===== src/rtl/mux_nx1_pipe.sv =====
// N-input registered select stage with valid/ready handshake and a 2-entry skid buffer.
// Latency 1 cycle; in_ready is a flop (skid empty), so a stall never forms a combinational ready path.
module mux_nx1_pipe #(
  parameter int WIDTH  = 32,
  parameter int INPUTS = 4,
  parameter int SEL_W  = $clog2(INPUTS)
) (
  input  logic                      clk,
  input  logic                      rst_n,
  input  logic [WIDTH*INPUTS-1:0]   in_data,
  input  logic [SEL_W-1:0]          in_sel,
  input  logic                      in_valid,
  output logic                      in_ready,
  input  logic                      flush,
  output logic [WIDTH-1:0]          out_data,
  output logic [SEL_W-1:0]          out_sel,
  output logic                      out_valid,
  input  logic                      out_ready
);

  typedef enum logic [1:0] {EMPTY, ONE, TWO} state_e;

  state_e           state_q, state_d;
  logic [WIDTH-1:0] main_dat_q, main_dat_d;
  logic [SEL_W-1:0] main_sel_q, main_sel_d;
  logic             main_vld_q, main_vld_d;
  logic [WIDTH-1:0] skid_dat_q, skid_dat_d;
  logic [SEL_W-1:0] skid_sel_q, skid_sel_d;
  logic             skid_vld_q, skid_vld_d;
  logic [WIDTH-1:0] mux_dat;
  logic             in_xfer, out_xfer;

  // Selects that match no input fall through to zero.
  always_comb begin
    mux_dat = '0;
    for (int k = 0; k < INPUTS; k++) begin
      if (in_sel == SEL_W'(k)) mux_dat = in_data[WIDTH*k +: WIDTH];
    end
  end

  assign in_ready  = ~skid_vld_q;
  assign out_valid = main_vld_q;
  assign out_data  = main_dat_q;
  assign out_sel   = main_sel_q;
  assign in_xfer   = in_valid & in_ready;
  assign out_xfer  = out_valid & out_ready;

  always_comb begin
    state_d    = state_q;
    main_dat_d = main_dat_q;
    main_sel_d = main_sel_q;
    skid_dat_d = skid_dat_q;
    skid_sel_d = skid_sel_q;
    case (state_q)
      EMPTY: begin
        if (in_xfer) begin
          main_dat_d = mux_dat;
          main_sel_d = in_sel;
          state_d    = ONE;
        end
      end
      ONE: begin
        if (in_xfer && !out_xfer) begin
          skid_dat_d = mux_dat;
          skid_sel_d = in_sel;
          state_d    = TWO;
        end else if (in_xfer && out_xfer) begin
          main_dat_d = mux_dat;
          main_sel_d = in_sel;
        end else if (out_xfer) begin
          state_d = EMPTY;
        end
      end
      TWO: begin
        if (out_xfer) begin
          main_dat_d = skid_dat_q;
          main_sel_d = skid_sel_q;
          state_d    = ONE;
        end
      end
      default: state_d = EMPTY;
    endcase
    // Squash keeps the stale data/sel; only the valids are dropped.
    if (flush) state_d = EMPTY;
    main_vld_d = (state_d != EMPTY);
    skid_vld_d = (state_d == TWO);
  end

  always_ff @(posedge clk or negedge rst_n) begin
    if (!rst_n) begin
      state_q    <= EMPTY;
      main_dat_q <= '0;
      main_sel_q <= '0;
      main_vld_q <= 1'b0;
      skid_dat_q <= '0;
      skid_sel_q <= '0;
      skid_vld_q <= 1'b0;
    end else begin
      state_q    <= state_d;
      main_dat_q <= main_dat_d;
      main_sel_q <= main_sel_d;
      main_vld_q <= main_vld_d;
      skid_dat_q <= skid_dat_d;
      skid_sel_q <= skid_sel_d;
      skid_vld_q <= skid_vld_d;
    end
  end

endmodule


===== config.mk =====
export PLATFORM = sky130hd
export DESIGN_NAME = mux_nx1_pipe
export DESIGN_NICKNAME = d
export VERILOG_FILES = /design/src/rtl/mux_nx1_pipe.sv
export SDC_FILE = /design/constraint.sdc
export NUM_CORES = 1
export LEC_CHECK = 0
export CORE_UTILIZATION = 43
export DETAILED_ROUTE_END_ITERATION = 8
export GPL_TIMING_DRIVEN = 0
export PLACE_DENSITY = 0.87
export SYNTH_ARGS = -nofsm -noshare
export SYNTH_HDL_FRONTEND = slang
export SYNTH_SLANG_ARGS = --single-unit
export TNS_END_PERCENT = 5

===== constraint.sdc =====
create_clock -name clk -period 2 [get_ports clk]
set_clock_uncertainty 0.2 [all_clocks]
set_input_delay 0.5 -clock clk [delete_from_list [all_inputs] [get_ports clk]]
set_output_delay 0.5 -clock clk [all_outputs]
set_load 0.02 [all_outputs]

==> results.tsv <==
metric	value	unit
status	finished clean	
met1_usage	0.256	
grt_use_met2	0.423	
core	8720	sq um
endpoint_kind	output pin	
arrival	1.18	ns
ys_seq_elements	72	
syn_to_final_growth	51.8	%
finish.utilization	0.675	
stdcell_area	5890	sq um
fin_crit	1.88	ns
clkLatencyLatePin	0.33	ns
antenna_cells	0	
cpMaxStageDelayCell	dfrtp_1	
cts_max_path_buffers	2	
grt_pass1_vias	3652	
slew_headroom	0.402	
nFillCells	679	
syn_area	3880	sq um
avgSynthCellArea	12.1	sq um
cts_tree	done	
drtAntennaViolNets	0	
vias	3303	
firstDrtPassIters	4	
tns	0	ns
wirelength	10400	um
cp_num_buf_inv	1	
synth.yosys.seq_area_share	0.464	
timing.hold.ws	0.0859	ns
nets	636	
path_delay_family	flip-flops	
ys_types	24	
die_area	9410	sq um
io_buffers	168	
setup_viol	0	
syn-num-nets	455	
placed_cell_area	5690	sq um
layout-drive-gt1-share	0.216	
gr-usage-all-layers	0.233	
maxCapViolations	0	
yosysWarnings	0	
fin_crit_sh	0.940	
p_per_area	880	nW/um^2
worstMarginPinSlew	0.897	ns
htreeDepth	3	
wl_per_cell	17.0	um
crit_chain	dlygate4sd2_1	
hold_violations	0	
cp.required	1.30	ns
fmax	532	MHz
cts_buffers	9	
ctsRootBufferMaster	clkbuf_8	
place_inst	596	
num_rows	34	
worstSetupStartpointType	flip-flop	
clock-sinks	72	
critPathMaxFanout	7	
p_leak	2.48	nW
pre_cts_slack	-0.488	ns
drv_slew	0	
use_met3	0.0650	
vias_per_cell	5.39	
hpwl	8030	um
r2r_slack	0.12	ns
layout.cells.non_filler	613	
cts_hold_buf	0	
place.gp.congestion	0.751	
die_h	97.0	um
seq_area	1800	sq um
multi_input_area	1870	sq um
rsz0062_at_grt	false	
vdd_drop_max	0.436	mV
cts.clk_slew.worst_paths	0.07	ns
initial_core_util	0.445	
busiest_layer	met2	
drc	0	
grt_first_pass_wirelength	17200	um
setup_ws	0.120	ns
grt-ovfl-total	0	
ios	171	
die_w	97.0	um
drtIter0Drc	85	
crit_type	flip-flop to output pin	
power.total	5.18	mW
hold_class	input port to async pin	
syn_inst	320	
grt_antenna_before_repair	0	
grt_max_degree	73	
max_stage_delay	0.48	ns
[final cells by class]
| cell class | instances | share of cell area |
|---|---|---|
| Inverter | 1 | 0.000637 |
| Tap cell | 108 | 0.0229 |
| Clock inverter | 4 | 0.00765 |
| Sequential cell | 72 | 0.306 |
| Multi-Input combinational cell | 221 | 0.317 |
| Timing Repair Buffer | 170 | 0.285 |
| Buffer | 26 | 0.0365 |
| Clock buffer | 11 | 0.0240 |
[state kept, by name (all words and copies together) (netlist names)]
register / flops
skid_vld_q: 1
out_sel: 2
skid_sel_q: 2
out_valid: 1
state_q: 2
out_data: 32
skid_dat_q: 32
[cell usage after synthesis, drive strengths merged]
cell type	count	area share
a31oi	35	0.056
nor3b	1	0.0032
inv	1	0.00097
nor2	36	0.035
o32ai	1	0.0071
nand2b	2	0.0032
and4b	1	0.0026
a21oi	3	0.0039
dfrtp	72	0.46
mux2	34	0.10
mux4	32	0.19
o22a	1	0.0023
buf	22	0.051
clkbuf	4	0.0039
nor2b	1	0.0016
o21a	1	0.0019
a21boi	1	0.0029
nand2	70	0.068
a211oi	2	0.0039
[timing repair]
| item | CTS | global route |
|---|---|---|
| resized for setup | 29 | 12 |
| gates cloned | 0 | 0 |
| setup endpoints to repair | 86 | 51 |
| pin swaps | 1 | 1 |
| buffers inserted | 2 | 0 |
[cell usage in the layout (no fill, tap or decap), types with 2 or more instances in the layout]
master,synthesis,final
clkdlybuf4s50_1,0,129
dfrtp_1,72,72
nand2_1,69,69
nor2_1,36,36
a31oi_1,35,35
mux2_2,32,32
mux4_2,31,31
dlygate4sd2_1,0,29
buf_6,11,11
clkbuf_8,0,10
buf_2,9,9
dlymetal6s2s_1,0,9
clkbuf_1,4,4
a21oi_1,3,3
clkinv_2,0,3
buf_4,0,3
nand2b_1,2,2
a211oi_1,2,2
buf_8,2,2
mux2_4,2,2
[logic make-up (layout without fill, tap and decap cells)]
family	after synthesis	in the layout	synth area share
multiplexers	66	66	0.287
AO/OA/AOI/OAI	44	44	0.0784
flip-flops	72	72	0.464
buffers and inverters	27	212	0.0561
AND/OR/NAND/NOR	111	111	0.114
[per-layer routing]
layer | vias up | part of all wire
li1 | 1533 | -
met1 | 1625 | 0.38
met2 | 129 | 0.53
met3 | 16 | 0.075
met4 | 0 | 0.019
met5 | - | 0
[final timing paths]
path / startpoint / to / cells after the start
worst max-delay path: out_valid$_DFF_PN0_ / out_valid / 1
worst min-delay path: rst_n / skid_vld_q$_DFF_PN0_ / 1
worst max register to register: state_q[1]$_DFF_PN0_ / out_data[28]$_DFFE_PN0P_ / 5
worst min register to register: skid_dat_q[29]$_DFFE_PN0P_ / skid_dat_q[29]$_DFFE_PN0P_ / 1
max in group asynchronous: rst_n / skid_dat_q[30]$_DFFE_PN0P_ / 1
min in group clk: skid_dat_q[29]$_DFFE_PN0P_ / skid_dat_q[29]$_DFFE_PN0P_ / 1
[power breakdown]
| part | switching (mW) | total [mW] | leakage, nW | internal (mW) |
|---|---|---|---|---|
| clock | 0.505 | 1.10 | 0.0989 | 0.598 |
| combinational | 0.823 | 1.83 | 1.55 | 1.01 |
| sequential | 0.273 | 2.25 | 0.833 | 1.98 |
Power figures use the tool's default switching activity.
